[config.mk]
export PLATFORM = sky130hd
export DESIGN_NAME = btr_arbiter
export DESIGN_NICKNAME = d
export VERILOG_FILES = /design/src/rtl/btr_arbiter_pkg.sv /design/src/rtl/btr_calc.sv /design/src/rtl/btr_arbiter.sv
export SDC_FILE = /design/constraint.sdc
export NUM_CORES = 1
export LEC_CHECK = 0
export CORE_ASPECT_RATIO = 1.25
export CORE_MARGIN = 4
export CORE_UTILIZATION = 44
export DETAILED_ROUTE_END_ITERATION = 6
export HOLD_SLACK_MARGIN = 0.06
export PLACE_DENSITY = 0.84
export SYNTH_ARGS = -nofsm -noshare
export SYNTH_HDL_FRONTEND = slang
export SYNTH_SLANG_ARGS = --single-unit
[constraint.sdc]
create_clock -name clk -period 1.6 [get_ports clk]
set_input_delay 0.16 -clock clk [delete_from_list [all_inputs] [get_ports clk]]
set_output_delay 0.16 -clock clk [all_outputs]
set_load 0.01 [all_outputs]
[src/rtl/btr_arbiter_pkg.sv]
// Shared definitions for the bit-reverse arbiter: the fixed datapath width,
// the requester identifiers, and the result-slot state encoding.
package btr_arbiter_pkg;

    // The bit-reverse unit is hard-wired to this width.
    localparam int BTR_WIDTH = 16;

    // Requester identifiers. They are also used for the owner and priority registers.
    typedef enum logic {
        REQ0 = 1'b0,
        REQ1 = 1'b1
    } req_id_t;

    // Result slot state. HELD means the one-entry result register is occupied.
    typedef enum logic {
        EMPTY = 1'b0,
        HELD  = 1'b1
    } slot_state_t;

    // Returns the requester that is not the given one.
    // Used to rotate priority after a grant.
    function automatic req_id_t other_req(input req_id_t id);
        return (id == REQ0) ? REQ1 : REQ0;
    endfunction

endpackage

[src/rtl/btr_calc.sv]
// Combinational 16-bit bit-reverse unit: bit i of dout is bit 15-i of din.
module btr_calc
    import btr_arbiter_pkg::*;
(
    input  logic [BTR_WIDTH-1:0] din,
    output logic [BTR_WIDTH-1:0] dout
);

    // Pure wiring: each output bit is taken from the mirrored input bit.
    generate
        for (genvar gi = 0; gi < BTR_WIDTH; gi++) begin : g_rev
            assign dout[gi] = din[BTR_WIDTH-1-gi];
        end
    endgenerate

endmodule

[src/rtl/btr_arbiter.sv]
// Two-requester round-robin arbiter in front of one shared bit-reverse unit.
// The winning operand is reversed into a one-entry result register that is
// tagged with its owner. The result is returned on the owner's response channel.
// A drain and a new acceptance can happen in the same cycle, which allows
// one operation per cycle.
module btr_arbiter
    import btr_arbiter_pkg::*;
#(
    // Only 16 is legal: the bit-reverse unit has a fixed width.
    parameter int WIDTH = BTR_WIDTH
) (
    input  logic             clk,
    input  logic             rst,
    input  logic             req0_valid,
    input  logic [WIDTH-1:0] req0_data,
    output logic             req0_ready,
    input  logic             req1_valid,
    input  logic [WIDTH-1:0] req1_data,
    output logic             req1_ready,
    output logic             resp0_valid,
    output logic [WIDTH-1:0] resp0_data,
    input  logic             resp0_ready,
    output logic             resp1_valid,
    output logic [WIDTH-1:0] resp1_data,
    input  logic             resp1_ready,
    output logic [15:0]      grant_cnt0,
    output logic [15:0]      grant_cnt1
);

    slot_state_t      state_reg;
    req_id_t          owner_reg;
    req_id_t          prio_reg;
    logic [WIDTH-1:0] result_reg;
    logic [15:0]      grant_cnt0_reg;
    logic [15:0]      grant_cnt1_reg;

    logic             full;
    logic             owner_ready;
    logic             drain;
    logic             slot_ok;
    logic             grant_valid;
    req_id_t          grant_id;
    logic             accept;
    logic [WIDTH-1:0] granted_data;
    logic [WIDTH-1:0] rev_data;

    // Slot status. The slot is free when it is empty.
    // It is also free when the owner takes the held result this cycle.
    assign full        = (state_reg == HELD);
    assign owner_ready = (owner_reg == REQ1) ? resp1_ready : resp0_ready;
    assign drain       = full & owner_ready;
    assign slot_ok     = ~full | drain;

    // Round-robin grant.
    // If both requesters are valid, the grant goes to prio_reg.
    // Otherwise the only valid requester wins.
    always_comb begin
        grant_valid = req0_valid | req1_valid;
        if (req0_valid && req1_valid) begin
            grant_id = prio_reg;
        end else if (req1_valid) begin
            grant_id = REQ1;
        end else begin
            grant_id = REQ0;
        end
    end

    assign accept       = slot_ok & grant_valid;
    assign req0_ready   = slot_ok & req0_valid & (grant_id == REQ0);
    assign req1_ready   = slot_ok & req1_valid & (grant_id == REQ1);
    assign granted_data = (grant_id == REQ1) ? req1_data : req0_data;

    btr_calc u_calc (
        .din  (granted_data),
        .dout (rev_data)
    );

    // Slot FSM, owner/priority tracking and grant counters.
    // An acceptance reloads the slot even while the old result drains.
    always_ff @(posedge clk or posedge rst) begin
        if (rst) begin
            state_reg      <= EMPTY;
            owner_reg      <= REQ0;
            prio_reg       <= REQ0;
            result_reg     <= '0;
            grant_cnt0_reg <= 16'h0000;
            grant_cnt1_reg <= 16'h0000;
        end else begin
            case (state_reg)
                EMPTY: begin
                    if (accept) begin
                        state_reg <= HELD;
                    end
                end
                HELD: begin
                    if (drain && !accept) begin
                        state_reg <= EMPTY;
                    end
                end
                default: state_reg <= EMPTY;
            endcase

            if (accept) begin
                result_reg <= rev_data;
                owner_reg  <= grant_id;
                prio_reg   <= other_req(grant_id);
                if (grant_id == REQ0) begin
                    grant_cnt0_reg <= grant_cnt0_reg + 16'd1;
                end else begin
                    grant_cnt1_reg <= grant_cnt1_reg + 16'd1;
                end
            end
        end
    end

    // Response channels. Each channel is driven only when its requester owns
    // the held result. The data output is zero otherwise.
    assign resp0_valid = full & (owner_reg == REQ0);
    assign resp1_valid = full & (owner_reg == REQ1);
    assign resp0_data  = resp0_valid ? result_reg : '0;
    assign resp1_data  = resp1_valid ? result_reg : '0;
    assign grant_cnt0  = grant_cnt0_reg;
    assign grant_cnt1  = grant_cnt1_reg;

endmodule

==> impl_metrics.py <==
metrics = {
    "run_status": {
        "status": "complete, but fails checks",
        "failed_checks": "setup timing",
    },
    "cts": {
        "clkTransAtPathRegs_ns": 0.09,
        "cts_hold_buffers": 0,
        "cts_buffer_depth": 2,
        "cts.sinks": 51,
        "h-tree-depth": 2,
        "cts-root-buf": "clkbuf_8",
        "cts_inserted_buffers": 5,
        "cts_tree": "done",
        "clk-insertion-delay-late_ns": 0.30,
    },
    "place": {
        "place_hpwl_um": 5160,
        "io_buffers": 105,
        "place.gp.congestion": 0.7928,
    },
    "global_route": {
        "grt_overflow_total": 0,
        "grt_pass1_vias": 2362,
        "grt_usage_pct": 20.43,
        "grt_pass1_wl_um": 12030,
        "grt_max_degree": 48,
        "antenna_found_initial": 0,
    },
    "sta": {
        "setup_violations": 6,
        "finalWorstSetupSlack_ns": -0.05993,
        "worst_slew_pin_slew_ns": 0.4020,
        "drv_slew": 0,
        "finalHoldViolCount": 0,
        "setup_tns_ns": -0.2527,
        "fmax_mhz": 602.4,
        "period_share_pct": 103.7,
        "rsz0062_at_grt": "true",
        "finClkSkew_ns": 0.004536,
        "relSlewSlack_pct": 73.16,
        "layout_min_cycle_time_ns": 1.660,
        "timing.hold.ws_ns": 0.1735,
    },
    "worst_setup_path": {
        "required_ns": 1.44,
        "start_kind": "flip-flop",
        "regToRegSetupSlack_ns": -0.01,
        "critical_path_class": "reg2out",
        "worstPathCellList": "buf_6, mux2i_4, a21oi_4, and2_4, buf_6",
        "critPathMaxStageDelay_ns": 0.40,
        "rr_endpoint": "grant_cnt1[14]",
        "crit_path_end_kind": "primary output",
        "reg2reg_depth": 6,
        "reg2reg_from": "owner_reg",
        "critPathArrivalTime_ns": 1.50,
        "crit_buf_inv": 2,
        "critPathMaxFanout": 3,
        "critPathTopFamily": "flip-flops",
        "crit_top_cell": "buf_6",
        "cp_slowest_cell": "dfrtp_1",
    },
    "pwr": {
        "internal_power_mw": 3.493,
        "clock_power_share_pct": 15.9,
        "sequentialPowerShare_pct": 35.5,
        "p_comb_share_pct": 48.6,
        "p_sw_mw": 1.971,
        "powerDensity_nw_per_um2": 1300,
        "ir_drop_uv": 960.2,
        "p_leak_nw": 1.976,
        "p_sw_share_pct": 36.07,
    },
    "drt": {
        "routed-wl-met2_um": 4194,
        "drt-total-wl_um": 7909,
        "num_vias": 2392,
        "drtIter0Drc": 164,
        "drc": 0,
        "wl_per_cell_um": 17.01,
        "route.met3.wl_um": 363,
        "drt-pass1-iter-count": 4,
        "drt-vias-per-instance": 5.144,
        "dr.max_layer_used": "met4",
        "met1_length_um": 3151,
        "ant_nets": 0,
    },
    "logic_synthesis": {
        "synth-seq-area-share_pct": 47.75,
        "synthAdderAreaFrac_pct": 0.9363,
        "async_flop_share_pct": 100.0,
        "synthTopCellsByArea": "dfrtp_1, mux2i_1, xnor2_1",
        "synth-edff-count": 0,
        "syn_area_per_cell_um2": 10.48,
        "synthTopCellsByCount": "dfrtp_1, nor2_1, a21oi_1, and2_1, and3_1",
        "synth.top_cell.area_share_pct": 47.75,
        "synth_compound_area_share_pct": 4.916,
        "synth-main-ff-cell": "dfrtp_1",
        "synth-seq-cells": 51,
        "synth_top_family_by_area": "simple AND/OR/NAND/NOR gates",
        "muxShareOfSynthArea_pct": 7.210,
        "synth.largest_area_cell": "dfrtp_1",
        "syn_area_um2": 2673,
        "synth_xor_area_share_pct": 9.831,
        "syn_nets": 295,
        "synth.most_common_cell": "dfrtp_1",
        "synthCells": 255,
        "synth_cell_types": 33,
        "yosysWarnings": 0,
        "yosys.area_share.simple_pct": 25.42,
    },
    "layout": {
        "fin_nets": 423,
        "area_growth_pct": 57.21,
        "drive_gt1_share_pct": 26.63,
        "num-fill-cells": 439,
        "diodes": 0,
        "multiInputGateArea_um2": 1470,
        "regArea_um2": 1277,
    },
    "floorplan": {
        "die-area_um2": 7393,
        "core-area_um2": 5857,
        "io_pins": 106,
        "rows": 31,
        "die_x_um": 77.71,
        "initial_core_util_pct": 45.63,
        "die_y_um": 95.14,
    },
    "hold_path": {
        "hold_path_class": "in2async",
    },
    "job": {
        "maxCapViolations": 0,
    },
}
power by group through the flow:
| stage | Clock [mW] | Combinational (mW) | Sequential (mW) |
|---|---|---|---|
| 2_1_floorplan | 0 | 1.10 | 1.96 |
| 3_3_place_gp | 0 | 2.41 | 1.93 |
| 3_5_place_dp | 0 | 2.47 | 1.96 |
| 4_1_cts | 0.884 | 2.51 | 1.91 |
| 5_1_grt | 0.941 | 2.85 | 1.98 |
| 6_report | 0.868 | 2.66 | 1.94 |
kinds of logic after synthesis:
| group | count (synthesis) |
|---|---|
| buf+inv | 17 |
| mux | 19 |
| flops | 51 |
| simple gates | 112 |
| fa+ha+maj | 2 |
| xor+xnor | 30 |
| compound gates | 24 |
worst register-to-register path, delay by kind of cell, from the launching register on:
| kind | cells | cell delay (ns) |
|---|---|---|
| and+or+nand+nor | 2 | 0.48 |
| DFF | 1 | 0.40 |
| buffers and inverters | 2 | 0.29 |
| muxes | 1 | 0.20 |
| xor gates and xnor gates | 1 | 0.17 |
per-layer routing:
metal  global-route usage, %  vias up
li1                        -     1137
met1                   24.71     1161
met2                   36.07       78
met3                   4.159       16
met4                   7.270        0
met5                       0        -
worst max-delay path by stage:
stage,from,end,slack (ns),cells after the start
finish,owner_reg,req0_ready,-0.06,5
global route,owner_reg,resp0_data[0],-0.13,6
CTS,owner_reg,req1_ready,-0.05,5
detailed placement,resp1_ready,req1_ready,-0.35,5
global placement,resp1_ready,req1_ready,-0.33,5
floorplan,owner_reg,grant_cnt1[1],0.004,5
repair_timing:
item,in CTS,in global routing
setup endpoints to repair,66,73
pin swaps,3,19
cloned,1,1
resized for setup,131,50
buffers inserted,5,5
metrics by stage:
| step | std cells | cell area [um2] | utilization [%] | setup slack, ns | total power, mW |
|---|---|---|---|---|---|
| floorplan | 255 | 2673 | - | 0.004415 | 3.057 |
| global placement | 446 | 3899 | 66.57 | -0.3293 | 4.343 |
| detailed placement | 446 | 3899 | 66.57 | -0.3461 | 4.427 |
| CTS | 459 | 4095 | 69.92 | -0.04691 | 5.302 |
| global route | 465 | 4202 | 71.74 | -0.1263 | 5.776 |
| finish | 465 | 4202 | 71.74 | -0.05993 | 5.464 |
cells in the final DEF, fill, tap and decap left out, types with 2 or more instances in the layout:
master / count
nand2_1: 9
nand4_1: 10
buf_4: 18
nand3_1: 11
buf_6: 15
clkbuf_2: 15
a21oi_1: 19
xnor2_1: 15
clkdlybuf4s15_1: 2
nor4b_4: 3
buf_12: 3
mux2i_1: 16
and4_1: 2
clkdlybuf4s50_1: 69
dfrtp_1: 50
nor4_4: 5
nor3_2: 2
xor2_1: 15
nand2b_1: 2
and2_1: 15
buf_2: 14
mux2_4: 2
and3_1: 20
clkbuf_8: 5
nor2_1: 21
and2_4: 5
final cells by class:
cell class,count,share of cell area [%]
clock buffers,6,1.727
repair buffers,137,29.63
flip-flops and latches,51,30.41
well taps,82,2.442
multi-input cells,187,34.99
clock inverters,1,0.7147
inverters,1,0.08934
No activity file was read; power rests on OpenSTA's default activity.
